**config.mk**
```make
export PLATFORM = sky130hd
export DESIGN_NAME = ps2_key_event_fifo
export DESIGN_NICKNAME = d
export VERILOG_FILES = /design/src/rtl/ps2_key_event_fifo.sv
export SDC_FILE = /design/constraint.sdc
export NUM_CORES = 1
export LEC_CHECK = 0
export ABC_CLOCK_PERIOD_IN_PS = 8500
export CORE_MARGIN = 10
export CORE_UTILIZATION = 45
export CTS_CLUSTER_SIZE = 40
export DETAILED_ROUTE_END_ITERATION = 12
export DONT_BUFFER_PORTS = 1
export GPL_ROUTABILITY_DRIVEN = 0
export SLEW_MARGIN = 20
export SYNTH_ARGS = -nofsm -noshare
export SYNTH_HDL_FRONTEND = slang
export SYNTH_SLANG_ARGS = --single-unit
```
**constraint.sdc**
```tcl
create_clock -name clk -period 8.5 [get_ports clk]
set_input_delay 1.7 -clock clk [delete_from_list [all_inputs] [get_ports clk]]
set_output_delay 1.7 -clock clk [all_outputs]
set_load 0.01 [all_outputs]
```
**src/rtl/ps2_key_event_fifo.sv**
```systemverilog
// PS/2 set-2 scancode decoder with modifier tracking and a first-word-fall-through event FIFO.
// Events are {break, extended, code}; the FIFO is popped one entry per cycle by the CPU.
module ps2_key_event_fifo #(
    parameter int unsigned DEPTH = 8,
    parameter int unsigned AW    = 3
) (
    input  logic          clk,
    input  logic          rst_n,
    input  logic [7:0]    code_in,
    input  logic          code_valid,
    input  logic          rd_en,
    input  logic          clr,
    output logic [9:0]    ev_data,
    output logic          empty,
    output logic          full,
    output logic [AW:0]   count,
    output logic          overflow,
    output logic          mod_shift,
    output logic          mod_ctrl,
    output logic          mod_alt
);

    typedef enum logic [2:0] {StIdle, StExt, StBrk, StExtBrk, StSkip} state_e;

    localparam logic [AW:0] DepthC = (AW+1)'(DEPTH);

    state_e         state_q, state_d;
    logic [2:0]     skip_q, skip_d;
    logic           shl_q, shl_d, shr_q, shr_d;
    logic           ctl_q, ctl_d, ctr_q, ctr_d;
    logic           all_q, all_d, alr_q, alr_d;
    logic [9:0]     mem_q [DEPTH];
    logic [9:0]     mem_d [DEPTH];
    logic [AW-1:0]  wr_ptr_q, wr_ptr_d, rd_ptr_q, rd_ptr_d;
    logic [AW:0]    count_q, count_d, remain;
    logic           empty_q, empty_d, full_q, full_d, ovf_q, ovf_d;
    logic [9:0]     ev_data_q, ev_data_d;

    logic           ev_push, ev_brk, ev_ext, is_noise, is_fake, do_push, do_pop;
    logic [9:0]     ev_word;

    always_comb begin
        is_noise = 1'b0;
        case (code_in)
            8'h00, 8'hAA, 8'hEE, 8'hFA, 8'hFC, 8'hFD, 8'hFE, 8'hFF: is_noise = 1'b1;
            default: is_noise = 1'b0;
        endcase
        is_fake = (code_in == 8'h12) || (code_in == 8'h59);
    end

    // Decoder: prefix bytes only move the FSM; the final byte of a sequence raises ev_push.
    always_comb begin
        state_d = state_q;
        skip_d  = skip_q;
        ev_push = 1'b0;
        ev_brk  = 1'b0;
        ev_ext  = 1'b0;
        if (code_valid) begin
            case (state_q)
                StIdle: begin
                    if (code_in == 8'hE0) begin
                        state_d = StExt;
                    end else if (code_in == 8'hF0) begin
                        state_d = StBrk;
                    end else if (code_in == 8'hE1) begin
                        state_d = StSkip;
                        skip_d  = 3'd7;
                    end else if (!is_noise) begin
                        ev_push = 1'b1;
                    end
                end
                StExt: begin
                    if (code_in == 8'hF0) begin
                        state_d = StExtBrk;
                    end else begin
                        state_d = StIdle;
                        ev_push = !is_fake;
                        ev_ext  = 1'b1;
                    end
                end
                StBrk: begin
                    state_d = StIdle;
                    ev_push = 1'b1;
                    ev_brk  = 1'b1;
                end
                StExtBrk: begin
                    state_d = StIdle;
                    ev_push = !is_fake;
                    ev_brk  = 1'b1;
                    ev_ext  = 1'b1;
                end
                StSkip: begin
                    skip_d = skip_q - 3'd1;
                    if (skip_q == 3'd1) state_d = StIdle;
                end
                default: state_d = StIdle;
            endcase
        end
        if (clr) begin
            state_d = StIdle;
            skip_d  = 3'd0;
            ev_push = 1'b0;
        end
    end

    // Modifiers follow decoded events even when the FIFO drops them.
    always_comb begin
        shl_d = shl_q;
        shr_d = shr_q;
        ctl_d = ctl_q;
        ctr_d = ctr_q;
        all_d = all_q;
        alr_d = alr_q;
        if (ev_push) begin
            if (!ev_ext) begin
                if (code_in == 8'h12) shl_d = !ev_brk;
                if (code_in == 8'h59) shr_d = !ev_brk;
                if (code_in == 8'h14) ctl_d = !ev_brk;
                if (code_in == 8'h11) all_d = !ev_brk;
            end else begin
                if (code_in == 8'h14) ctr_d = !ev_brk;
                if (code_in == 8'h11) alr_d = !ev_brk;
            end
        end
        if (clr) begin
            {shl_d, shr_d, ctl_d, ctr_d, all_d, alr_d} = 6'b0;
        end
    end

    assign ev_word = {ev_brk, ev_ext, code_in};

    always_comb begin
        do_pop    = rd_en && (count_q != '0) && !clr;
        do_push   = ev_push && (!full_q || do_pop);
        ovf_d     = ovf_q || (ev_push && full_q && !do_pop);
        remain    = count_q - (AW+1)'(do_pop);
        count_d   = remain + (AW+1)'(do_push);
        rd_ptr_d  = rd_ptr_q + AW'(do_pop);
        wr_ptr_d  = wr_ptr_q + AW'(do_push);
        mem_d     = mem_q;
        if (do_push) mem_d[wr_ptr_q] = ev_word;
        ev_data_d = ev_data_q;
        // Head after this edge: the new word if it lands in an otherwise empty FIFO.
        if (count_d != '0) ev_data_d = (remain == '0) ? ev_word : mem_q[rd_ptr_d];
        if (clr) begin
            count_d  = '0;
            rd_ptr_d = '0;
            wr_ptr_d = '0;
            ovf_d    = 1'b0;
        end
        empty_d = (count_d == '0);
        full_d  = (count_d == DepthC);
    end

    always_ff @(posedge clk or negedge rst_n) begin
        if (!rst_n) begin
            state_q   <= StIdle;
            skip_q    <= 3'd0;
            {shl_q, shr_q, ctl_q, ctr_q, all_q, alr_q} <= 6'b0;
            for (int i = 0; i < int'(DEPTH); i++) mem_q[i] <= '0;
            wr_ptr_q  <= '0;
            rd_ptr_q  <= '0;
            count_q   <= '0;
            empty_q   <= 1'b1;
            full_q    <= 1'b0;
            ovf_q     <= 1'b0;
            ev_data_q <= '0;
        end else begin
            state_q   <= state_d;
            skip_q    <= skip_d;
            {shl_q, shr_q, ctl_q, ctr_q, all_q, alr_q} <=
                {shl_d, shr_d, ctl_d, ctr_d, all_d, alr_d};
            mem_q     <= mem_d;
            wr_ptr_q  <= wr_ptr_d;
            rd_ptr_q  <= rd_ptr_d;
            count_q   <= count_d;
            empty_q   <= empty_d;
            full_q    <= full_d;
            ovf_q     <= ovf_d;
            ev_data_q <= ev_data_d;
        end
    end

    assign ev_data   = ev_data_q;
    assign empty     = empty_q;
    assign full      = full_q;
    assign count     = count_q;
    assign overflow  = ovf_q;
    assign mod_shift = shl_q | shr_q;
    assign mod_ctrl  = ctl_q | ctr_q;
    assign mod_alt   = all_q | alr_q;

endmodule

```
# == After elaboration in Yosys (flattened, before gate mapping) ==
# Index checks and enable logic that the tools add are counted.
# word_totals
out_inout_bits,20
inputBits,13
regBits,115
# op_classes
eq_ne,26
magnitude_cmp,3
mux,61
bitwise_logic,5
add_sub_neg,5
reduce_logical,38
# ops
operator,count
$bwmux 80,1
$eq 8x8->1 const B,10
$mux 10,4
$mux 3,13
$mux 1,35
$bmux 10 s3,1
$demux 10 s3,1
$eq 8x5->1 const B,3
$reduce_and 3->1,7
$reduce_bool 2->1,7
$ne 3x3->1 const B,4
$pmux 3 s3,1
$eq 8x7->1 const B,1
$ge 4x4->1 const B,2
$logic_not 4->1,2
$logic_not 8->1,1
$not 3->4,2
$reduce_bool 4->1,2
$reduce_or 8->1,1
$add 3x1->3,2
$eq 3x1->1 const B,2
$eq 3x2->1 const B,2
$logic_and 1x1->1,6
$pmux 3 s2,1
other kinds (19),27

# == Longest topological paths before layout ==
# Gate-level depths: netlist (run 1).
# logic_depth
ltp_word,14
mapped_depth,14
mapped_depth_nobuf,12

# == Worst setup path before layout (run 1) ==
# OpenSTA, ideal clock, no wires.
# synth_path
path_type,input-to-reg
start,input port code_in[3]
end,"register ev_data_q[0], in the netlist ev_data[0]"
slack_ps,4282
setup_ps,83
t_required_ps,8417
path_stages,14
arrival_ps,4135
path_cell_list,buf_2 > nor4_4 > o21ai_1 > a32oi_1 > o21ai_4 > and3_1 > ha_1 > ha_1 > xor2_1 > nand2_1 > nor2_1 > clkbuf_1 > nand2_1 > o21ai_0
# synth_between
elab_chain_cells,13
elab_cells_between_ends,28
# synth_lines
item,line_no,text
from (decl),9,"input logic [7:0] code_in,"
$eq 8x8->1 / $logic_not 8->1 (equally long branches),44,case (code_in)
$reduce_or 8->1,44,
$mux 1,44,
$mux 1,68,end else if (!is_noise) begin
$mux 1,65,end else if (code_in == 8'hE1) begin
$mux 1,63,end else if (code_in == 8'hF0) begin
$mux 1,61,if (code_in == 8'hE0) begin
$pmux 1 s4 *,59,case (state_q)
$mux 1 *,58,if (code_valid) begin
$mux 1 *,99,if (clr) begin
$logic_and 1x1->1 *,134,do_push = ev_push && (!full_q || do_pop);
$add 4x1->4 *,137,count_d = remain + (AW+1)'(do_push);
$reduce_bool 4->1 *,144,if (count_d != '0) ev_data_d = (remain == '0) ? ev_word : mem_q[rd_ptr_d];
to (signal assigned),180,ev_data_q <= ev_data_d;
to (decl),37,"logic [9:0] ev_data_q, ev_data_d;"
# Mark *: on every way between the ends. The rest lies on a longest branch, timed or not.
# A chain may end at the register's enable or synchronous reset.

# == Worst setup path after layout (run 1) ==
# layout_path
start,input port code_in[2]
end,"register ev_data_q[1], in the netlist ev_data[1]"
# Same word-level chain as after synthesis.

==> results of run 1 <==
-- cell type report --
| class | count | area share |
|---|---|---|
| flip-flops and latches | 115 | 0.4387 |
| clock inverters | 9 | 0.01907 |
| clock buffers | 23 | 0.07588 |
| repair buffers | 1 | 0.001144 |
| multi-input cells | 306 | 0.4261 |
| inverters | 11 | 0.006292 |
| well taps | 172 | 0.03279 |
-- state kept, by name, summed over array words and instances, names as in the netlist --
register / count
skip_q: 3
state_q: 3
empty: 1
count: 4
all_q: 1
alr_q: 1
ctr_q: 1
overflow: 1
ctl_q: 1
ev_data: 10
shr_q: 1
wr_ptr_q: 3
mem_q: 80
full: 1
shl_q: 1
rd_ptr_q: 3
-- path summary, 6_finish.rpt --
kind	start	to	slack, ps	cells after the start
worst max-delay path	code_in[2]	ev_data[1]	4260	11
worst min-delay path	mem_q[77]	mem_q[77]	500	1
worst max register to register	count[1]	ev_data[2]	4860	8
worst min register to register	mem_q[77]	mem_q[77]	500	1
max in group asynchronous	rst_n	empty	7350	0
min in group asynchronous	rst_n	full	970	0
-- per-stage QoR --
| step | hold slack [ps] | power [mW] | instance area, µm² |
|---|---|---|---|
| after global routing | 514.6 | 2.098 | 6563 |
| final | 500.5 | 1.968 | 6563 |
| after CTS | 503.3 | 1.998 | 6560 |
| after global placement | 482.5 | 1.240 | 5937 |
| after floorplan | 464.9 | 1.118 | 5862 |
| after detailed placement | 490.5 | 1.250 | 5937 |
-- cell usage after synthesis (3+ instances only) --
cell type and count:
sky130_fd_sc_hd__a21oi_1 7, sky130_fd_sc_hd__and2_1 3, sky130_fd_sc_hd__and3_1 7, sky130_fd_sc_hd__buf_2 5, sky130_fd_sc_hd__buf_6 4, sky130_fd_sc_hd__clkbuf_1 18
sky130_fd_sc_hd__dfrtp_1 114, sky130_fd_sc_hd__ha_1 10, sky130_fd_sc_hd__inv_1 11, sky130_fd_sc_hd__mux2_2 37, sky130_fd_sc_hd__mux2_4 36, sky130_fd_sc_hd__mux2i_1 9
sky130_fd_sc_hd__mux4_2 20, sky130_fd_sc_hd__nand2_1 31, sky130_fd_sc_hd__nand2b_2 5, sky130_fd_sc_hd__nand3_1 8, sky130_fd_sc_hd__nand3_4 4, sky130_fd_sc_hd__nand4_1 4
sky130_fd_sc_hd__nor2_1 26, sky130_fd_sc_hd__nor2b_1 12, sky130_fd_sc_hd__nor3_1 3, sky130_fd_sc_hd__nor4_1 4, sky130_fd_sc_hd__nor4b_1 4, sky130_fd_sc_hd__o21ai_0 39
sky130_fd_sc_hd__o221a_2 4, sky130_fd_sc_hd__or2_2 4, sky130_fd_sc_hd__xnor2_1 4
-- power by group --
group | switching (mW) | internal [mW]
sequential | 0.0735 | 0.641
clock | 0.244 | 0.497
combinational | 0.295 | 0.218
-- per-layer routing --
metal | vias to the layer above | GRT usage
met5 | - | 0
met2 | 77 | 0.2459
met4 | 0 | 0.05683
met3 | 13 | 0.05489
li1 | 1674 | -
met1 | 1868 | 0.1971
-- worst max-delay path, delay by kind of cell --
family                     cells  cell delay [ps]
AOI/OAI and AO/OA              3              670
adders and majority gates      2              410
xor gates and xnor gates       1              210
and+or+nand+nor                5             1480
-- logic make-up (layout without fill, tap and decap cells) --
group           after synthesis  count (layout)  synth area share
buf+inv                      42              44           0.03351
fa+ha+maj                    10              10           0.02134
compound gates               66              66           0.06916
flops                       115             115            0.4911
simple gates                122             122            0.1204
mux                         102             102            0.2555
xor+xnor                      6               6          0.008965
==> metrics.json, run 1 <==
{
  "clock_network": {
    "cts_tree": "built",
    "tritoncts_num_sinks": 115,
    "clk_tree_root_cell": "sky130_fd_sc_hd__clkbuf_16",
    "clk_latency_ps": 420,
    "ctsLongestPathBuffers": 2,
    "cts_inserted_buffers": 17,
    "hold_buffers": 0,
    "post_cts_buffers": 0,
    "cts_max_level": 4,
    "cts-resized-gates": 0,
    "clkTransAtPathRegs_ps": 50
  },
  "setup_path": {
    "cell_at_the_slowest_stage_of_the_critical_path": "sky130_fd_sc_hd__nor2_2",
    "critical_path_required_ps": 8760,
    "cp_common_cell": "sky130_fd_sc_hd__ha_1",
    "timing_worst_setup_path_type": "primary input to register",
    "setup.worst_path.start_class": "primary input",
    "crit_arrival_ps": 4500,
    "max_stage_delay_ps": 550,
    "cp-end-kind": "register",
    "worstPathMaxFanout": 20,
    "cp_cell_sequence": "nor4_4 -> a31o_2 -> nand2b_2 -> o21ai_4 -> and3_1 -> ha_1 -> ha_1 -> xor2_1 -> nand2_1 -> nor2_2 -> o21ai_0"
  },
  "global_route": {
    "grtUsageTotal": 0.1572,
    "via_count_of_the_first_global_routing_pass": 3719,
    "grt_start_max_net_pins": 116,
    "grt_antenna_before_repair": 0,
    "grt-ovfl-total": 0,
    "grt_pass1_wl_mm": 21.52
  },
  "synth": {
    "postSynthNetCount": 486,
    "post_synth_edffs": 0,
    "synth_sequential_area_ratio": 0.4911,
    "postSynthRegisterBits": 115,
    "synth-async-reset-ratio": 1.000,
    "synth_top_area_share": 0.4867,
    "ys_top_cells_by_area": "sky130_fd_sc_hd__dfrtp_1, sky130_fd_sc_hd__mux2_4, sky130_fd_sc_hd__mux4_2, sky130_fd_sc_hd__mux2_2, sky130_fd_sc_hd__o21ai_0",
    "synthCells": 463,
    "count_of_distinct_cell_types_in_the_synthesized_netlist": 47,
    "yosys_warnings": 0,
    "post-synth-top-area-cell": "sky130_fd_sc_hd__dfrtp_1",
    "synthesis.area_um2": 5862,
    "synth.avg_cell_area_um2": 12.66,
    "yosys_most_used_dff": "sky130_fd_sc_hd__dfrtp_1"
  },
  "timing": {
    "grt_setup_unrepaired": "false",
    "max_slew.worst_pin.slew_ps": 1061,
    "worst_slew_margin_rel": 0.2926,
    "post-route-min-period_ps": 4237,
    "hold_violations": 0,
    "layout_worst_path_cycle_share": 0.4984,
    "max_slew_violation_count": 0,
    "max_freq_ghz": 0.2360,
    "setup_viol": 0,
    "setup_ws_ps": 4263,
    "skew_ps": 7.150,
    "finalSetupTns_ps": 0
  },
  "drt": {
    "drt_drc_violations_left": 0,
    "met3_length_um": 673,
    "drt-initial-drc-count": 237,
    "routed_wl_mm": 13.07,
    "via_per_inst": 5.702,
    "drtPass1Iterations": 4,
    "post_drt_wl_per_cell_um": 20.52,
    "dr_wl_met2_mm": 6.435,
    "dr.max_layer_used": "met4",
    "m1WireLength_mm": 5.816,
    "number_of_nets_still_failing_antenna_checks_after_routing": 0,
    "dr_total_vias": 3632
  },
  "final_layout": {
    "num-nets-final": 475,
    "final-instance-count-excl-fill": 637,
    "flow.area_growth_from_synthesis_pct": 11.95,
    "drive_gt1_frac": 0.3183,
    "ff_latch_area_um2": 2879,
    "final_core_util": 0.5179,
    "n_fill_cell": 1085,
    "num_antenna_cells": 0,
    "multi_input_comb_area_um2": 2796,
    "final_cell_mix": "sky130_fd_sc_hd__dfrtp_1, sky130_fd_sc_hd__o21ai_0, sky130_fd_sc_hd__mux2_2",
    "commonest_non_fill_non_tap_cell_in_the_layout": "sky130_fd_sc_hd__dfrtp_1"
  },
  "placed_design": {
    "placedCellCount": 605,
    "place.detailed.hpwl_mm": 8.484,
    "portBuffers": 0,
    "post-place-ws_ps": 3434
  },
  "die": {
    "die-height_um": 134.1,
    "boundaryPins": 33,
    "die_area_um2": 17990,
    "rows": 41,
    "fp.coreArea_um2": 12670,
    "die_x_um": 134.1,
    "initial_utilization": 0.4626
  },
  "status": {
    "run_status": "complete, no violations"
  },
  "hold_path": {
    "holdCritPathClass": "register to register"
  },
  "power": {
    "vdd_drop_max_mv": 0.1557,
    "cellLeakagePower_nw": 3.000,
    "power.density_cell_area_nw_per_um2": 300.0
  },
  "run": {
    "drv.max_cap_violation_count": 0
  }
}
Note: power is estimated with default switching activity, not from simulation.
==> run 2, diff against run 1 <==
--- a/config.mk
+++ b/config.mk
@@ -5,7 +5,7 @@
 export SDC_FILE = /design/constraint.sdc
 export NUM_CORES = 1
 export LEC_CHECK = 0
-export ABC_CLOCK_PERIOD_IN_PS = 8500
+export ABC_CLOCK_PERIOD_IN_PS = 3600
 export CORE_MARGIN = 10
 export CORE_UTILIZATION = 45
 export CTS_CLUSTER_SIZE = 40
==> constraint.sdc (replaced) <==
create_clock -name clk -period 3.6 [get_ports clk]
set_input_delay 0.72 -clock clk [delete_from_list [all_inputs] [get_ports clk]]
set_output_delay 0.72 -clock clk [all_outputs]
set_load 0.01 [all_outputs]
==> run 2 against run 1 <==
- die area did not move
- count of clock-buffer cells in the layout did not move
- cell area rose by 1.3%
- non-clock buffer count rose by 6
- wire length fell by 0.53%
- clock power rose by 140%
- sequential share of layout area fell by 0.55 points
- critical path type is now register to register
- via count rose by 0.22%
- setup slack got worse by 3700 ps
==> metrics.json, run 2 (same netlist as run 1, synthesis figures left out) <==
{
  "clock_network": {
    "cts_tree": "built",
    "cts_inserted_buffers": 17,
    "cts_max_level": 4,
    "ctsLongestPathBuffers": 2,
    "clkTransAtPathRegs_ps": 50,
    "cts-resized-gates": 0,
    "clk_latency_ps": 410,
    "post_cts_buffers": 0,
    "hold_buffers": 1,
    "clk_tree_root_cell": "sky130_fd_sc_hd__clkbuf_16",
    "tritoncts_num_sinks": 115
  },
  "drt": {
    "routed_wl_mm": 13.01,
    "post_drt_wl_per_cell_um": 20.23,
    "drt_drc_violations_left": 0,
    "drt-initial-drc-count": 349,
    "via_per_inst": 5.661,
    "dr_total_vias": 3640,
    "number_of_nets_still_failing_antenna_checks_after_routing": 0,
    "drtPass1Iterations": 4
  },
  "die": {
    "die_x_um": 134.1,
    "rows": 41,
    "die_area_um2": 17990,
    "boundaryPins": 33,
    "die-height_um": 134.1,
    "initial_utilization": 0.4626,
    "fp.coreArea_um2": 12670
  },
  "timing": {
    "finalSetupTns_ps": 0,
    "max_slew_violation_count": 0,
    "layout_worst_path_cycle_share": 0.8312,
    "hold_violations": 0,
    "grt_setup_unrepaired": "false",
    "fin_worst_hold_slack_ps": 143.1,
    "post-route-min-period_ps": 2992,
    "skew_ps": 8.150,
    "max_slew.worst_pin.slew_ps": 857.9,
    "setup_viol": 0,
    "worst_slew_margin_rel": 0.4237,
    "max_freq_ghz": 0.3342
  },
  "setup_path": {
    "setup.worst_path.start_class": "register",
    "cp_cell_sequence": "nor4_1 -> nor3_1 -> ha_1 -> ha_1 -> buf_4 -> mux4_2 -> mux2i_1 -> nand2_1 -> o21ai_0 -> o21ai_0",
    "cp-end-kind": "register",
    "timing_worst_setup_path_type": "register to register",
    "crit_start": "count[1]",
    "critical-path-top-delay-family": "simple AND/OR/NAND/NOR gates",
    "worstPathMaxFanout": 21,
    "r2r-start": "count[1]",
    "crit_arrival_ps": 3270,
    "crit_buf_inv": 1,
    "critical_path_required_ps": 3880,
    "max_stage_delay_ps": 490,
    "cell_at_the_slowest_stage_of_the_critical_path": "sky130_fd_sc_hd__nor4_1"
  },
  "final_layout": {
    "commonest_non_fill_non_tap_cell_in_the_layout": "sky130_fd_sc_hd__dfrtp_1",
    "num_antenna_cells": 0,
    "max_flop_register": "mem_q",
    "post-route-cell-area_um2": 6645,
    "final_cell_mix": "sky130_fd_sc_hd__dfrtp_1, sky130_fd_sc_hd__o21ai_0, sky130_fd_sc_hd__mux2_2",
    "drive_gt1_frac": 0.3206,
    "num-nets-final": 481,
    "largest_register_ff_count": 80,
    "flow.area_growth_from_synthesis_pct": 13.36
  },
  "global_route": {
    "grt-ovfl-total": 0,
    "grt_antenna_before_repair": 0,
    "via_count_of_the_first_global_routing_pass": 3728,
    "grtUsageTotal": 0.1511,
    "grt_pass1_wl_mm": 20.91,
    "grt_start_max_net_pins": 115
  },
  "power": {
    "cellLeakagePower_nw": 3.046,
    "vdd_drop_max_mv": 0.3955,
    "power.density_cell_area_nw_per_um2": 722.0
  },
  "placed_design": {
    "portBuffers": 0,
    "place.detailed.hpwl_mm": 8.275,
    "placed_area_um2": 5979
  },
  "run": {
    "drv.max_cap_violation_count": 0
  },
  "status": {
    "run_status": "complete, no violations"
  },
  "hold_path": {
    "holdCritPathClass": "primary input to async pin"
  }
}
## run 2: area by class of cell
type                    instances  area [µm²]
clock buffers                  23       488.0
clock inverters                 9       150.1
fillers                      1078        6026
inverters                      11       41.29
multi-input cells             306        2786
flip-flops and latches        115        2879
well taps                     172       215.2
repair buffers                  7       85.08
## run 2: final timing paths
| kind | slack, ps | depth (start not counted) | endpoint |
|---|---|---|---|
| worst max-delay path | 610 | 10 | ev_data[2] |
| worst min-delay path | 140 | 0 | empty |
| worst max register to register | 610 | 10 | ev_data[2] |
| worst min register to register | 500 | 1 | mem_q[75] |
| max in group asynchronous | 2880 | 1 | mem_q[45] |
| min in group clk | 370 | 1 | wr_ptr_q[1] |
## run 2: routing by layer
metal  share of wire  vias to the layer above  global-route usage  routed length, µm
met5               0                        -                   0                  0
met4           0.021                        0             0.05985                271
met3           0.049                       19             0.04593                633
met2            0.47                       75              0.2349               6129
met1            0.46                     1877              0.1929               5972
li1                -                     1669                   -                  -
## run 2: worst register-to-register path: stages (launching register included)
cell and delay, ps:
sky130_fd_sc_hd__dfrtp_1 440, sky130_fd_sc_hd__nor4_1 490, sky130_fd_sc_hd__nor3_1 170, sky130_fd_sc_hd__ha_1 220, sky130_fd_sc_hd__ha_1 270, sky130_fd_sc_hd__buf_4 320, sky130_fd_sc_hd__mux4_2 370, sky130_fd_sc_hd__mux2i_1 210
sky130_fd_sc_hd__nand2_1 70, sky130_fd_sc_hd__o21ai_0 160, sky130_fd_sc_hd__o21ai_0 130
## run 2: through the flow
stage | utilization | power (mW) | setup slack (ps) | cells
after floorplan | - | 2.640 | 362.0 | 463
after global placement | 0.4719 | 2.962 | 480.0 | 610
after detailed placement | 0.4719 | 2.991 | 391.8 | 610
after CTS | 0.5244 | 4.836 | 584.5 | 643
after global routing | 0.5244 | 5.082 | 314.9 | 643
final | 0.5244 | 4.798 | 607.6 | 643
## run 2: where the power goes
group / switching [mW] / internal, mW
Clock: 0.581 / 1.23
Combinational: 0.722 / 0.578
Sequential: 0.176 / 1.51
